<file path="src/rtl/tx_code_group_gen.sv">
// PCS transmit code-group generator feeding an 8B/10B encoder; turns the GMII txd/tx_en stream into octet + K flag + running disparity.
// Latency: one register; the input presented in cycle N selects the code-group shown in cycle N+1.
// Backpressure: none; one code-group is emitted every cycle. Frame start may drop one preamble octet to keep /S/ on an even slot.
//
// Ports:
//   clk, reset      single clock, synchronous active-high reset
//   txd, tx_en      GMII transmit octet and enable
//   tx_code_group   encoder output for the current octet/tx_is_k/tx_disparity (combinational feedback)
//   octet, tx_is_k  registered octet and K flag to the encoder
//   tx_disparity    running disparity, 0 = RD-, 1 = RD+
//   tx_even         1 while the current code-group sits in an even slot
//   cg_err          sticky flag: encoder returned an illegal code-group
//   frame_count     16-bit count of /T/ code-groups sent, present only when TXCG_FRAME_CNT_EN is defined
module tx_code_group_gen #(
  parameter int OCTET_WIDTH = 8,
  parameter int CG_WIDTH    = 10
) (
  input  logic                   clk,
  input  logic                   reset,
  input  logic [OCTET_WIDTH-1:0] txd,
  input  logic                   tx_en,
  input  logic [CG_WIDTH-1:0]    tx_code_group,
  output logic [OCTET_WIDTH-1:0] octet,
  output logic                   tx_is_k,
  output logic                   tx_disparity,
  output logic                   tx_even,
  output logic                   cg_err
`ifdef TXCG_FRAME_CNT_EN
  ,
  output logic [15:0]            frame_count
`endif
);

  localparam int ONES_W = $clog2(CG_WIDTH + 1);

  localparam logic [OCTET_WIDTH-1:0] K28_5 = OCTET_WIDTH'(8'hBC);
  localparam logic [OCTET_WIDTH-1:0] K27_7 = OCTET_WIDTH'(8'hFB);
  localparam logic [OCTET_WIDTH-1:0] K29_7 = OCTET_WIDTH'(8'hFD);
  localparam logic [OCTET_WIDTH-1:0] K23_7 = OCTET_WIDTH'(8'hF7);
  localparam logic [OCTET_WIDTH-1:0] D5_6  = OCTET_WIDTH'(8'hC5);
  localparam logic [OCTET_WIDTH-1:0] D16_2 = OCTET_WIDTH'(8'h50);

  typedef enum logic [2:0] {
    IDLE_K,
    IDLE_D,
    SOP,
    DATA,
    EOP_T,
    EOP_R,
    EOP_R2
  } state_t;

  state_t                 state;
  state_t                 state_nxt;
  logic [OCTET_WIDTH-1:0] octet_nxt;
  logic                   is_k_nxt;
  logic [ONES_W-1:0]      ones;
  logic                   rd_nxt;
  logic                   err_set;

  // The state register always names the code-group currently on the outputs,
  // so octet/tx_is_k are loaded from the state being entered.
  always_comb begin
    state_nxt = state;
    octet_nxt = K28_5;
    is_k_nxt  = 1'b1;

    case (state)
      IDLE_K:    state_nxt = IDLE_D;
      IDLE_D:    state_nxt = tx_en ? SOP : IDLE_K;
      SOP, DATA: state_nxt = tx_en ? DATA : EOP_T;
      EOP_T:     state_nxt = EOP_R;
      // Current slot even means the next one is odd: pad with a second /R/.
      EOP_R:     state_nxt = tx_even ? EOP_R2 : IDLE_K;
      EOP_R2:    state_nxt = IDLE_K;
      default:   state_nxt = IDLE_K;
    endcase

    case (state_nxt)
      IDLE_K: octet_nxt = K28_5;
      IDLE_D: begin
        // tx_disparity here is the RD the K28.5 is encoded with; /I1/ pulls
        // a positive RD back to negative, /I2/ keeps a negative RD.
        octet_nxt = tx_disparity ? D5_6 : D16_2;
        is_k_nxt  = 1'b0;
      end
      SOP:  octet_nxt = K27_7;
      DATA: begin
        octet_nxt = txd;
        is_k_nxt  = 1'b0;
      end
      EOP_T:   octet_nxt = K29_7;
      default: octet_nxt = K23_7;
    endcase
  end

  always_comb begin
    ones = '0;
    for (int i = 0; i < CG_WIDTH; i++) begin
      ones = ones + ONES_W'(tx_code_group[i]);
    end
  end

  // Running disparity follows the code-group actually produced by the
  // encoder; anything that is not 4/5/6 ones (including all-zero, the
  // encoder's "unsupported" answer) is an error and leaves RD alone.
  always_comb begin
    rd_nxt  = tx_disparity;
    err_set = 1'b0;
    if (tx_code_group == '0) begin
      err_set = 1'b1;
    end else if (ones == ONES_W'(CG_WIDTH / 2 + 1)) begin
      rd_nxt = 1'b1;
    end else if (ones == ONES_W'(CG_WIDTH / 2 - 1)) begin
      rd_nxt = 1'b0;
    end else if (ones != ONES_W'(CG_WIDTH / 2)) begin
      err_set = 1'b1;
    end
  end

  always_ff @(posedge clk) begin
    if (reset) begin
      state        <= IDLE_K;
      octet        <= K28_5;
      tx_is_k      <= 1'b1;
      tx_disparity <= 1'b0;
      tx_even      <= 1'b1;
      cg_err       <= 1'b0;
    end else begin
      state        <= state_nxt;
      octet        <= octet_nxt;
      tx_is_k      <= is_k_nxt;
      tx_disparity <= rd_nxt;
      tx_even      <= ~tx_even;
      cg_err       <= cg_err | err_set;
    end
  end

`ifdef TXCG_FRAME_CNT_EN
  always_ff @(posedge clk) begin
    if (reset) begin
      frame_count <= 16'd0;
    end else if (state == EOP_T) begin
      frame_count <= frame_count + 16'd1;
    end
  end
`endif

endmodule
</file>
<file path="config.mk">
export PLATFORM = sky130hd
export DESIGN_NAME = tx_code_group_gen
export DESIGN_NICKNAME = d
export VERILOG_FILES = /design/src/rtl/tx_code_group_gen.sv
export SDC_FILE = /design/constraint.sdc
export NUM_CORES = 1
export LEC_CHECK = 0
export BUFFER_PORTS_ARGS = -buffer_cell sky130_fd_sc_hd__clkbuf_2
export CORE_MARGIN = 3
export CORE_UTILIZATION = 30
export CTS_CLUSTER_SIZE = 30
export DETAILED_ROUTE_END_ITERATION = 12
export GPL_TIMING_DRIVEN = 0
export PLACE_DENSITY_LB_ADDON = 0.05
export SETUP_SLACK_MARGIN = 0.02
export SYNTH_ARGS = -nofsm -noshare
export SYNTH_HDL_FRONTEND = slang
export SYNTH_SLANG_ARGS = --single-unit
export TNS_END_PERCENT = 1
</file>
<file path="constraint.sdc">
create_clock -name clk -period 2.9 [get_ports clk]
set_input_delay 0.145 -clock clk [delete_from_list [all_inputs] [get_ports clk]]
set_output_delay 0.145 -clock clk [all_outputs]
set_load 0.005 [all_outputs]
</file>
==> results_dict.tcl, run 1 <==
set metrics [dict create \
    yosysTopAreaCell "dfxtp_1" \
    switching_share_pct 34.1 \
    vdd_drop_max_uv 303 \
    period_share_pct 98.1 \
    fin_crit_ns 2.84 \
    p_int_uw 418 \
    routedWlPerCell_um 12.0 \
    dp_hpwl_mm 1.56 \
    cts-hold-fix-buffers 0 \
    start_util_pct 32.7 \
    dr.first_iter.drc_count 9 \
    postCtsSetupRepairBufs 0 \
    synth-seq-cells 15 \
    hold_viol_final 0 \
    first_global_vias 684 \
    p_leak_uw 0.000508 \
    setup_violations 0 \
    rows 18 \
    clock_skew_ns 0.000391 \
    required_ns 3.11 \
    die_x_um 58.9 \
    finish.net_count 162 \
    hold_path.class "primary input to flip-flop" \
    dr.pass1.iters 4 \
    hold_ws_ns 0.0624 \
    worstSetupEndpointType "flip-flop" \
    num_vias 775 \
    dpl_worst_slack_ns -0.308 \
    status "finished, final reports clean" \
    rsz0062_at_grt "true" \
    yosysWarnings 0 \
    clockBufferDepth 2 \
    worst_pin_slew_ns 0.454 \
    synth_commonest_cells "dfxtp_1 (15), inv_1 (15), a21oi_1 (9), nand2_1 (7), fa_1 (6)" \
    synth-edff-count 0 \
    power.density_mw_per_mm2 574 \
    cts_buffers 3 \
    die_h_um 58.9 \
    worst_slack_ns 0.0565 \
    cp.arrival_ns 3.06 \
    syn_inst 95 \
    synth.distinct_cells 28 \
    ys_async_sr_fraction_pct 0 \
    fmax_mhz 352 \
    synth_top_area_share_pct 35.8 \
    grt.total_usage_pct 11.6 \
    vias_per_cell 4.81 \
    critPathKind "primary input to flip-flop" \
    diodes 0 \
    p_sw_uw 216 \
    relSlewSlack_pct 69.7 \
    p_total_uw 634 \
    drive_above_1_share_pct 33.6 \
    path_clk_slew_ns 0.08 \
    maxCapViolCount 0 \
    io_pins 33 \
    synth.avg_cell_area_um2 8.82 \
    fin_setup_tns_ns 0 \
    seqPwrFrac_pct 39.3 \
    core_area_mm2 0.00257 \
    grt_pass1_wl_mm 3.08 \
    insertion_delay_ns 0.28 \
    antenna_found_initial 0 \
    p_comb_share_pct 42.2 \
    seq_area_frac_synth_pct 35.8 \
    layout-area-overhead-vs-synth_pct 31.8 \
    ant_nets 0 \
    cts_tree "built" \
    slew_violations 0 \
    synth_top_flop_cell "dfxtp_1" \
    die_area_mm2 0.00346 \
    grt_max_degree 11 \
    gr-total-overflow 0 \
    startpoint_type "primary input" \
    io_buffers 32 \
    crit_fanout 2 \
    gp_congestion 0.736 \
    remaining_drc_errors 0 \
    cts-root-buf "clkbuf_4" \
    clkPwrFrac_pct 18.5 \
    cts_sinks 15 \
    drt_wl_total_mm 1.94 \
    synth_area_leaders "dfxtp_1 (36%), fa_1 (14%), inv_1 (6.7%), a21oi_1 (5.4%), ha_1 (4.5%)" \
    htree_levels 1 \
    synth.net_count 125 \
    syn_area_um2 838 \
]
-- area by class of cell --
cell class | instances | area (um^2)
buffer | 3 | 11.3
fill | 300 | 1460
tap | 30 | 37.5
multi-input combinational | 62 | 513
inverter | 15 | 56.3
clock buffer | 4 | 26.3
sequential | 15 | 300
timing repair buffer | 32 | 160
-- registers in the layout, indices dropped and copies added, names as in the netlist --
signal	flops
octet	8
cg_err	1
tx_is_k	1
tx_disparity	1
tx_even	1
state	3
-- worst max-delay path, cell delays in order --
cell and delay, ns:
clkbuf_2 0.10, fa_1 0.49, fa_1 0.53, inv_2 0.04, fa_1 0.50, inv_2 0.05
ha_4 0.17, fa_2 0.37, a2111oi_4 0.21, a21oi_2 0.08, a211oi_2 0.18, mux2i_1 0.20
-- final timing paths --
kind | start | end | slack, ns | depth (start not counted)
worst max-delay path | tx_code_group[0] | tx_disparity$_SDFFE_PP0P_ | 0.06 | 12
worst min-delay path | txd[5] | octet[5]$_SDFF_PP1_ | 0.06 | 2
worst max register to register | state[0]$_SDFF_PP0_ | octet[0]$_SDFF_PP0_ | 1.54 | 5
worst min register to register | tx_even$_SDFF_PP1_ | tx_even$_SDFF_PP1_ | 0.45 | 1
-- power by group through the flow --
stage | logic (uW) | registers, uW | clock network [uW]
2_1_floorplan | 158 | 256 | 0
3_3_place_gp | 235 | 254 | 0
3_5_place_dp | 236 | 255 | 0
4_1_cts | 237 | 250 | 124
5_1_grt | 306 | 255 | 129
6_report | 268 | 250 | 117
-- cells in the final DEF, fill, tap and decap left out, types with 4 or more instances in the layout --
cell	n
nand2_1	7
o21ai_0	5
dfxtp_1	15
inv_1	13
fa_1	5
clkbuf_1	4
a21oi_1	8
clkbuf_2	32
nand2b_1	5
nor2_1	4
nand3_1	4
-- stage by stage --
step	instances	cell area, um^2	utilization (%)
6_report	161	1100	43.0
3_3_place_gp	157	1050	41.0
4_1_cts	161	1080	42.0
3_5_place_dp	157	1050	41.0
2_1_floorplan	95	855	-
5_1_grt	161	1100	43.0
-- repair_timing --
action                     4_1_cts  5_1_grt
pin swaps                        1        0
resized for setup                0        5
setup endpoints to repair        1        2
-- cell families after synthesis --
group	after synthesis	synth area share, %
buffers and inverters	18	8.06
AO/OA/AOI/OAI	26	19.4
adder cells (fa/ha/maj)	9	18.8
multiplexers	1	1.19
flip-flops	15	35.8
AND/OR/NAND/NOR	26	16.7
-- routing by layer --
| layer | share of wire (%) | routed length (um) | GRT usage [%] | vias to the layer above |
|---|---|---|---|---|
| met4 | 0.67 | 13 | 2.27 | 0 |
| met3 | 7.8 | 151 | 4.39 | 2 |
| met5 | 0 | 0 | 0 | - |
| met1 | 51 | 985 | 17.9 | 358 |
| li1 | - | - | - | 392 |
| met2 | 41 | 790 | 15.1 | 23 |
Power figures use the tool's default switching activity.
==> inputs of run 2 (changes only) <==
==> constraint.sdc (replaced) <==
create_clock -name clk -period 2.9 [get_ports clk]
set_input_delay 0.29 -clock clk [delete_from_list [all_inputs] [get_ports clk]]
set_output_delay 0.29 -clock clk [all_outputs]
set_load 0.005 [all_outputs]
==> run 2 against run 1 <==
Critical path depth did not move. Cell count is the same. Flip-flop and latch count unchanged. Sequential share of layout area unchanged. Count of clock-buffer cells in the layout is the same. The run now ends with negative setup slack left. Global-route usage did not move. Combinational power about the same. Highest routed layer unchanged. Die area is the same. Sequential power is essentially flat.
==> results_dict.tcl, run 2 (same netlist as run 1, synthesis figures left out) <==
set metrics [dict create \
    clockBufferDepth 2 \
    rows 18 \
    violations "negative setup slack" \
    vdd_drop_max_uv 303 \
    htree_levels 1 \
    routedWlPerCell_um 12.0 \
    fillers 300 \
    critPathKind "primary input to flip-flop" \
    worstSetupEndpointType "flip-flop" \
    reg_top3 "octet x8, state x3" \
    dr.first_iter.drc_count 9 \
    dp_cells 157 \
    rsz0062_at_grt "true" \
    grt.total_usage_pct 11.6 \
    final_common_cell "clkbuf_2" \
    layout-area-overhead-vs-synth_pct 31.8 \
    relSlewSlack_pct 69.7 \
    p_leak_uw 0.000508 \
    cts_tree "built" \
    num_vias 775 \
    fin_crit_ns 2.99 \
    cts_buffers 3 \
    drive_above_1_share_pct 33.6 \
    worst_pin_slew_ns 0.454 \
    crit_fanout 2 \
    remaining_drc_errors 0 \
    diodes 0 \
    path_cells "clkbuf_2 -> fa_1 -> fa_1 -> inv_2 -> fa_1 -> inv_2 -> ha_4 -> fa_2 -> a2111oi_4 -> a21oi_2 -> a211oi_2 -> mux2i_1" \
    hold_path.class "primary input to flip-flop" \
    finish.net_count 162 \
    postCtsSetupRepairBufs 0 \
    ant_nets 0 \
    gr-total-overflow 0 \
    power.density_mw_per_mm2 574 \
    antenna_found_initial 0 \
    fmax_mhz 335 \
    hold_ws_ns 0.207 \
    cpMaxStageDelayCell "fa_1" \
    cts-root-buf "clkbuf_4" \
    insertion_delay_ns 0.28 \
    clock_skew_ns 0.000391 \
    start_util_pct 32.7 \
    critPathTopFamily "adder cells" \
    slew_violations 0 \
    die_x_um 58.9 \
    cp.arrival_ns 3.20 \
    path_clk_slew_ns 0.08 \
    grt_max_degree 11 \
    largest_reg_flops 8 \
    grt_pass1_wl_mm 3.08 \
    hold_viol_final 0 \
    die_h_um 58.9 \
    path_common_cell "fa_1" \
    final_cell_mix "clkbuf_2 (32), dfxtp_1 (15), inv_1 (13)" \
    path_buf_inv 3 \
    io_pins 33 \
    vias_per_cell 4.81 \
    largest-register "octet" \
    maxCapViolCount 0 \
    worst_slack_ns -0.0885 \
    setup_violations 1 \
    die_area_mm2 0.00346 \
    gp_congestion 0.736 \
    critPathMaxStageDelay_ns 0.53 \
    cts_sinks 15 \
    io_buffers 32 \
    drt_wl_total_mm 1.94 \
    first_global_vias 684 \
    startpoint_type "primary input" \
    final_cells 161 \
    period_share_pct 103 \
    dp_hpwl_mm 1.56 \
    core_area_mm2 0.00257 \
    dr.pass1.iters 4 \
    required_ns 3.11 \
    status "finished with violations" \
]
-- run 2: cell counts in the layout (fill, tap and decap cells not counted) --
No cell type changed its count.
-- run 2: power by group --
part	internal (uW)	switching [uW]	leakage (uW)	total (uW)
sequential	235	14.9	0.000125	250
combinational	130	138	0.000369	268
clock	53.4	63.7	0.0000150	117
total	418	216	0.000508	634
-- run 2: routing by layer --
| metal | vias up | wire (um) | track usage, % |
|---|---|---|---|
| li1 | 392 | - | - |
| met1 | 358 | 985 | 17.9 |
| met5 | - | 0 | 0 |
| met4 | 0 | 13 | 2.27 |
| met3 | 2 | 151 | 4.39 |
| met2 | 23 | 790 | 15.1 |
-- run 2: what timing repair did --
item	4_1_cts	5_1_grt
pin swaps	1	0
setup endpoints to repair	2	2
hold buffers	0	0
resized for setup	0	5
endpoints found under the hold margin	0	0
-- run 2: per-stage QoR --
stage | instance area [um^2] | utilization (%) | total power, uW | setup slack [ns] | setup TNS [ns]
2_1_floorplan | 855 | - | 413 | -0.204 | -0.248
3_3_place_gp | 1050 | 41.0 | 489 | -0.428 | -0.696
3_5_place_dp | 1050 | 41.0 | 491 | -0.453 | -0.746
4_1_cts | 1080 | 42.0 | 612 | -0.105 | -0.105
5_1_grt | 1100 | 43.0 | 690 | -0.205 | -0.322
6_report | 1100 | 43.0 | 634 | -0.0885 | -0.0885
-- run 2: layout make-up --
class	instances	area (um^2)	share of cell area, %
Tap cell	30	37.5	3.40
Clock buffer	4	26.3	2.38
Inverter	15	56.3	5.10
Multi-Input combinational cell	62	513	46.4
Timing Repair Buffer	32	160	14.5
Buffer	3	11.3	1.02
Sequential cell	15	300	27.2
-- run 2: worst paths after layout --
path / from / to / slack [ns] / cells after the start
setup / recovery: tx_code_group[0] / tx_disparity$_SDFFE_PP0P_ / -0.09 / 12
hold / removal: txd[5] / octet[5]$_SDFF_PP1_ / 0.21 / 2
setup reg to reg: state[0]$_SDFF_PP0_ / octet[0]$_SDFF_PP0_ / 1.54 / 5
hold reg to reg: tx_even$_SDFF_PP1_ / tx_even$_SDFF_PP1_ / 0.45 / 1
